===== src/rtl/rv_mem_pkg.sv =====
// rv_mem_pkg: funct3 codes, MEM FSM encoding, byte-lane constants and
// the EX/MEM bundle shared by the MEM stage and its load aligner.
package rv_mem_pkg;

  localparam logic [2:0] F3_B  = 3'b000;
  localparam logic [2:0] F3_H  = 3'b001;
  localparam logic [2:0] F3_W  = 3'b010;
  localparam logic [2:0] F3_BU = 3'b100;
  localparam logic [2:0] F3_HU = 3'b101;

  localparam logic [1:0] S_IDLE   = 2'd0;
  localparam logic [1:0] S_ACCESS = 2'd1;
  localparam logic [1:0] S_DONE   = 2'd2;

  localparam logic [3:0] BE_NONE = 4'b0000;
  localparam logic [3:0] BE_B0   = 4'b0001;
  localparam logic [3:0] BE_LO   = 4'b0011;
  localparam logic [3:0] BE_HI   = 4'b1100;
  localparam logic [3:0] BE_ALL  = 4'b1111;

  typedef struct packed {
    logic [31:0] alu;
    logic [31:0] sdata;
    logic [2:0]  funct3;
    logic [4:0]  rd;
    logic        regwrite;
    logic        memtoreg;
    logic        memread;
    logic        memwrite;
  } ex_mem_t;

  // Size is carried in funct3[1:0] for both loads and stores.
  function automatic logic misaligned(
    input logic [2:0] f3,
    input logic [1:0] off
  );
    logic m;
    m = 1'b0;
    unique case (1'b1)
      (f3[1:0] == 2'b01): m = off[0];
      (f3[1:0] == 2'b10): m = |off;
      default:            m = 1'b0;
    endcase
    return m;
  endfunction

endpackage


===== src/rtl/load_align_ext.sv =====
// load_align_ext: selects the addressed byte/half of a read word and
// sign- or zero-extends it; words pass through untouched.
module load_align_ext
  import rv_mem_pkg::*;
(
  input  logic [31:0] rdata,
  input  logic [1:0]  off,
  input  logic [2:0]  funct3,
  output logic [31:0] data
);

  logic [7:0]  b;
  logic [15:0] h;

  always_comb begin
    b = rdata[{off, 3'b000} +: 8];
    h = off[1] ? rdata[31:16] : rdata[15:0];
    unique case (funct3)
      F3_B:    data = {{24{b[7]}}, b};
      F3_BU:   data = {24'd0, b};
      F3_H:    data = {{16{h[15]}}, h};
      F3_HU:   data = {16'd0, h};
      default: data = rdata;
    endcase
  end

endmodule


===== src/rtl/mem_access_stage.sv =====
// mem_access_stage: EX/MEM and MEM/WB registers around a req/ack data port.
// Define MEM_MISALIGN_TRAP_EN to trap misaligned H/W accesses (misalign out).
module mem_access_stage
  import rv_mem_pkg::*;
#(
  parameter int TIMEOUT = 16,
  parameter int TO_W    = 5
) (
  input  logic        clk,
  input  logic        rst_n,
  input  logic [31:0] ALU_OUT_EX,
  input  logic [31:0] REG_DATA2_EX_FINAL,
  input  logic [2:0]  FUNCT3_EX,
  input  logic [4:0]  RD_EX,
  input  logic        RegWrite_EX,
  input  logic        MemtoReg_EX,
  input  logic        MemRead_EX,
  input  logic        MemWrite_EX,
  output logic        mem_req,
  output logic        mem_we,
  output logic [31:0] mem_addr,
  output logic [31:0] mem_wdata,
  output logic [3:0]  mem_be,
  input  logic        mem_ack,
  input  logic [31:0] mem_rdata,
  output logic        stall_mem,
  output logic [31:0] ALU_DATA_MEM,
  output logic [4:0]  RD_MEM,
  output logic        RegWrite_MEM,
  output logic [31:0] WB_DATA,
  output logic [4:0]  RD_WB,
  output logic        RegWrite_WB,
`ifdef MEM_MISALIGN_TRAP_EN
  output logic        misalign,
`endif
  output logic        bus_err
);

  ex_mem_t     em;
  ex_mem_t     ex_in;
  logic [1:0]  state;
  logic [TO_W-1:0] cnt;
  logic [31:0] rdata_q;
  logic        err_q;
  logic [31:0] wb_data_q;
  logic [4:0]  rd_wb_q;
  logic        rw_wb_q;
  logic        mem_op;
  logic        mis;
  logic        go;
  logic        wb_en;
  logic [1:0]  off;
  logic [3:0]  be;
  logic [31:0] wdata;
  logic [31:0] ld_ext;

  assign ex_in = '{
    alu:      ALU_OUT_EX,
    sdata:    REG_DATA2_EX_FINAL,
    funct3:   FUNCT3_EX,
    rd:       RD_EX,
    regwrite: RegWrite_EX,
    memtoreg: MemtoReg_EX,
    memread:  MemRead_EX,
    memwrite: MemWrite_EX
  };

  assign off    = em.alu[1:0];
  assign mem_op = em.memread | em.memwrite;

`ifdef MEM_MISALIGN_TRAP_EN
  assign mis      = mem_op & misaligned(em.funct3, off);
  assign misalign = (state == S_IDLE) & mis;
`else
  assign mis = 1'b0;
`endif

  assign go        = mem_op & ~mis;
  assign mem_req   = ((state == S_IDLE) & go) | (state == S_ACCESS);
  assign stall_mem = mem_req;
  assign wb_en     = ((state == S_IDLE) & ~go) | (state == S_DONE);

  always_comb begin
    be    = BE_NONE;
    wdata = em.sdata;
    unique case (em.funct3[1:0])
      2'b00: begin
        be    = BE_B0 << off;
        wdata = {4{em.sdata[7:0]}};
      end
      2'b01: begin
        be    = off[1] ? BE_HI : BE_LO;
        wdata = {2{em.sdata[15:0]}};
      end
      2'b10:   be = BE_ALL;
      default: be = BE_NONE;
    endcase
    // Unsigned sizes have no store form: issue the write with no lanes.
    if (em.memwrite && em.funct3[2]) begin
      be    = BE_NONE;
      wdata = em.sdata;
    end
  end

  assign mem_we    = mem_req & em.memwrite;
  assign mem_addr  = {em.alu[31:2], 2'b00};
  assign mem_be    = mem_req ? be : BE_NONE;
  assign mem_wdata = mem_we ? wdata : 32'd0;

  load_align_ext u_align (
    .rdata  (rdata_q),
    .off    (off),
    .funct3 (em.funct3),
    .data   (ld_ext)
  );

  always_ff @(posedge clk or negedge rst_n) begin
    if (!rst_n) begin
      state   <= S_IDLE;
      cnt     <= '0;
      rdata_q <= '0;
      err_q   <= 1'b0;
    end else begin
      unique case (state)
        S_IDLE: begin
          if (go && mem_ack) begin
            state   <= S_DONE;
            rdata_q <= mem_rdata;
          end else if (go) begin
            state <= S_ACCESS;
            cnt   <= TO_W'(1);
          end
        end
        S_ACCESS: begin
          if (mem_ack) begin
            state   <= S_DONE;
            rdata_q <= mem_rdata;
            cnt     <= '0;
          end else if (cnt == TO_W'(TIMEOUT - 1)) begin
            state <= S_DONE;
            err_q <= 1'b1;
            cnt   <= '0;
          end else begin
            cnt <= cnt + TO_W'(1);
          end
        end
        S_DONE: begin
          state <= S_IDLE;
          err_q <= 1'b0;
        end
        default: state <= S_IDLE;
      endcase
    end
  end

  always_ff @(posedge clk or negedge rst_n) begin
    if (!rst_n) begin
      em        <= '0;
      wb_data_q <= '0;
      rd_wb_q   <= '0;
      rw_wb_q   <= 1'b0;
    end else begin
      if (!stall_mem) em <= ex_in;
      if (wb_en) begin
        wb_data_q <= em.memtoreg ? ld_ext : em.alu;
        rd_wb_q   <= em.rd;
        rw_wb_q   <= em.regwrite & ~err_q & ~mis;
      end
    end
  end

  assign ALU_DATA_MEM = em.alu;
  assign RD_MEM       = em.rd;
  assign RegWrite_MEM = em.regwrite;
  assign WB_DATA      = wb_data_q;
  assign RD_WB        = rd_wb_q;
  assign RegWrite_WB  = rw_wb_q;
  assign bus_err      = err_q;

endmodule

===== config.mk =====
export PLATFORM = sky130hd
export DESIGN_NAME = mem_access_stage
export DESIGN_NICKNAME = d
export VERILOG_FILES = /design/src/rtl/rv_mem_pkg.sv /design/src/rtl/load_align_ext.sv /design/src/rtl/mem_access_stage.sv
export SDC_FILE = /design/constraint.sdc
export NUM_CORES = 1
export LEC_CHECK = 0
export BUFFER_PORTS_ARGS = -buffer_cell sky130_fd_sc_hd__buf_2
export CAP_MARGIN = 30
export CORE_MARGIN = 1
export CORE_UTILIZATION = 48
export CTS_BUF_LIST = sky130_fd_sc_hd__clkbuf_2 sky130_fd_sc_hd__clkbuf_4 sky130_fd_sc_hd__clkbuf_8
export DETAILED_ROUTE_END_ITERATION = 16
export GPL_ROUTABILITY_DRIVEN = 0
export GPL_TIMING_DRIVEN = 0
export PLACE_DENSITY = 0.79
export REMOVE_ABC_BUFFERS = 1
export SLEW_MARGIN = 25
export SYNTH_ARGS = -nofsm -noshare
export SYNTH_HDL_FRONTEND = slang
export SYNTH_HIERARCHICAL = 1
export SYNTH_SLANG_ARGS = --single-unit

===== constraint.sdc =====
create_clock -name clk -period 1.8 [get_ports clk]
set_input_delay 0.18 -clock clk [delete_from_list [all_inputs] [get_ports clk]]
set_output_delay 0.18 -clock clk [all_outputs]
set_load 0.01 [all_outputs]

==> metrics <==
status=complete, but fails checks; violated checks=setup timing; synthesized cell area=0.008280 mm²; WP data arrival=1.96 ns; die height=133.3 µm; layout cells sized above 1=63.67%; I/O Pins=259; number of fill cells=1054; clock slew seen by the registers of the worst setup and hold paths=0.09 ns; synthesis-stage register bit count=154; post-route non-filler standard cell count=1257; placed insts=1043; CP peak stage delay=0.54 ns; Worst Path Max Fanout=3; Setup-failing EPs final=155; Clock Skews=0.01114 ns; vias in the first global route=7397; DRC viols=0; final worst-path cycle share=119.1%; Power per Cell Area=2152 mW/mm²; synth warn=6; GRT Total Usage=30.19%; post-route ant nets=0; Worst Setup Path Type=reg -> out; commonest cells after routing, fill and taps aside=buf_2, dfrtp_1, mux2_2; Post-synth ARST share=100.0%; EDFF count, synth=0; CTS tree=done; die area=0.01778 mm²; Worst slew margin=44.80%; setup TNS=-21.81 ns; fin worst setup slack=-0.3441 ns; ys flop type=dfrtp_1; Peak VDD IR=1217 µV; nets=1134; commonest non-fill, non-tap cell in the layout=buf_2; Max Slew Vio Count=0; detailed placer's ending HPWL=14060 µm; Initial Utilization=49.58%; DR vias=7042; total grt overflow=0; Max Cap Viol=0; unrepaired setup endpoints after global routing=yes; Cell variety after synth=52; multi-input logic area=0.004173 mm²; clock latency on the worst-skew pair=0.47 ns; largest net degree at the start of global routing=86; Mapped Cells=665; Fin. Hold Viols=0; crit end category=output pin; hold crit path type=in -> reg; Inserted Clock Buffers=17; Critical Path Slowest Stage Cell=dfrtp_4; Fmax=466.4 MHz; PortBufs=256; Final min period=2.144 ns; synth-to-layout area growth=48.75%; Num Clock Sinks=154; WL per Instance=22.59 µm; Vias/cell=5.602; H-tree depth=4; first-pass GRT wire length=40820 µm; First-pass DRT Iterations=7; CP cell instances=a211oi_4 -> buf_4 -> nand2_1 -> a21oi_2 -> buf_2; Post-Route WL=28400 µm; type of origin of the critical path=flip-flop; Worst Tran Pin Value=0.8280 ns; CTS Buffer Depth=2; post-place setup slack=-1.008 ns; Reg area=0.003870 mm²; antenna violations before repair=2; leakage=0.005720 µW; register area share after synthesis=46.54%; root buffer cell=clkbuf_8; Die W=133.3 µm; initial drt markers=514; core region area=0.01670 mm²; total power=26510 µW; # rows=47; mean post-synth cell area=12.45 µm²; Worst Path Required=1.62 ns
stage by stage:
stage          cell area [µm²]  hold slack [ns]  utilization [%]
2_1_floorplan             7493          -0.1156                -
3_3_place_gp              9050           0.4111            54.19
3_5_place_dp              9321           0.2229            55.81
4_1_cts                  11840          0.06777            70.91
5_1_grt                  12320          0.09565            73.75
6_report                 12320          0.07929            73.75
cell families (layout without fill, tap and decap cells):
logic type | count (synthesis) | in the layout | synth area share, %
flops | 154 | 154 | 46.54
compound gates | 96 | 97 | 9.580
simple gates | 100 | 105 | 6.014
fa+ha+maj | 1 | 1 | 0.1511
other cells | 1 | 4 | 0.04529
mux | 195 | 195 | 27.71
buf+inv | 118 | 481 | 9.958
state kept, by name, summed over array words and instances (netlist names):
name / count
RD_WB: 5
ALU_DATA_MEM: 32
state: 2
WB_DATA: 32
RegWrite_WB: 1
bus_err: 1
em: 38
cnt: 5
RegWrite_MEM: 1
rdata_q: 32
RD_MEM: 5
critical path: cells and delay by family (launching register included):
| family | cells | cell delay, ns |
|---|---|---|
| AND/OR/NAND/NOR | 1 | 0.08 |
| flip-flops | 1 | 0.54 |
| AO/OA/AOI/OAI | 2 | 0.52 |
| buffers and inverters | 2 | 0.34 |
worst paths after layout:
check	start	end	slack, ns	cells past startpoint
worst min register to register	WB_DATA[30]$_DFFE_PN0P_	WB_DATA[30]$_DFFE_PN0P_	0.51	1
worst max register to register	ALU_DATA_MEM[0]$_DFFE_PN0N_	WB_DATA[2]$_DFFE_PN0P_	-0.28	7
min in group asynchronous	rst_n	em[31]$_DFFE_PN0N_	0.29	2
worst max-delay path	em[9]$_DFFE_PN0N_	mem_wdata[8]	-0.34	5
worst min-delay path	mem_ack	state[0]$_DFFE_PN0P_	0.08	2
max in group asynchronous	rst_n	ALU_DATA_MEM[0]$_DFFE_PN0N_	0.71	3
per-layer routing:
layer	share of wire [%]	global-route usage [%]	vias to the layer above
met4	4.6	14.71	0
met2	52	52.14	356
li1	-	-	3032
met3	5.4	5.175	120
met1	38	36.47	3534
met5	0	0	-
repair_timing:
action,4_1_cts,5_1_grt
pin swaps,48,23
buffers inserted,44,12
resized for setup,103,83
gates cloned,14,6
hold buffers,109,0
endpoints found under the setup margin,150,170
hold endpoints to repair,192,0
where the power goes:
group,internal (µW),switching (µW)
Combinational,8970,7520
Clock,1290,1510
Sequential,5260,1950
Total,15500,11000
cell type report:
cell class | instances | area share [%]
repair inverters | 1 | 0.06095
diodes | 2 | 0.04063
flip-flops and latches | 154 | 31.42
clock inverters | 15 | 1.453
clock buffers | 17 | 1.900
multi-input cells | 400 | 33.88
repair buffers | 439 | 28.54
inverters | 9 | 0.4774
well taps | 220 | 2.235
cell usage after synthesis, types with 2 or more instances:
| cell type | number | area share [%] |
|---|---|---|
| nor2_1 | 16 | 0.73 |
| buf_2 | 11 | 0.66 |
| o221ai_1 | 5 | 0.53 |
| nand3_1 | 3 | 0.18 |
| a2bb2oi_2 | 14 | 2.5 |
| dfrtp_1 | 154 | 47 |
| o21ai_0 | 6 | 0.36 |
| mux2_4 | 31 | 5.6 |
| nor2b_1 | 11 | 0.83 |
| nor3_1 | 3 | 0.18 |
| a2bb2oi_1 | 6 | 0.63 |
| a22oi_1 | 2 | 0.18 |
| buf_12 | 3 | 0.73 |
| nand2_1 | 44 | 2.0 |
| and3_1 | 2 | 0.15 |
| a221o_1 | 6 | 0.73 |
| clkbuf_1 | 15 | 0.68 |
| inv_1 | 8 | 0.36 |
| a21oi_1 | 31 | 1.9 |
| mux2i_1 | 14 | 1.7 |
| a22o_1 | 2 | 0.21 |
| and2_1 | 8 | 0.60 |
| mux2_2 | 150 | 20 |
| a211oi_1 | 10 | 0.91 |
| nand2b_1 | 3 | 0.23 |
| buf_6 | 5 | 0.68 |
| o21a_1 | 3 | 0.27 |
| buf_4 | 75 | 6.8 |
(Power assumes the default switching activity.)
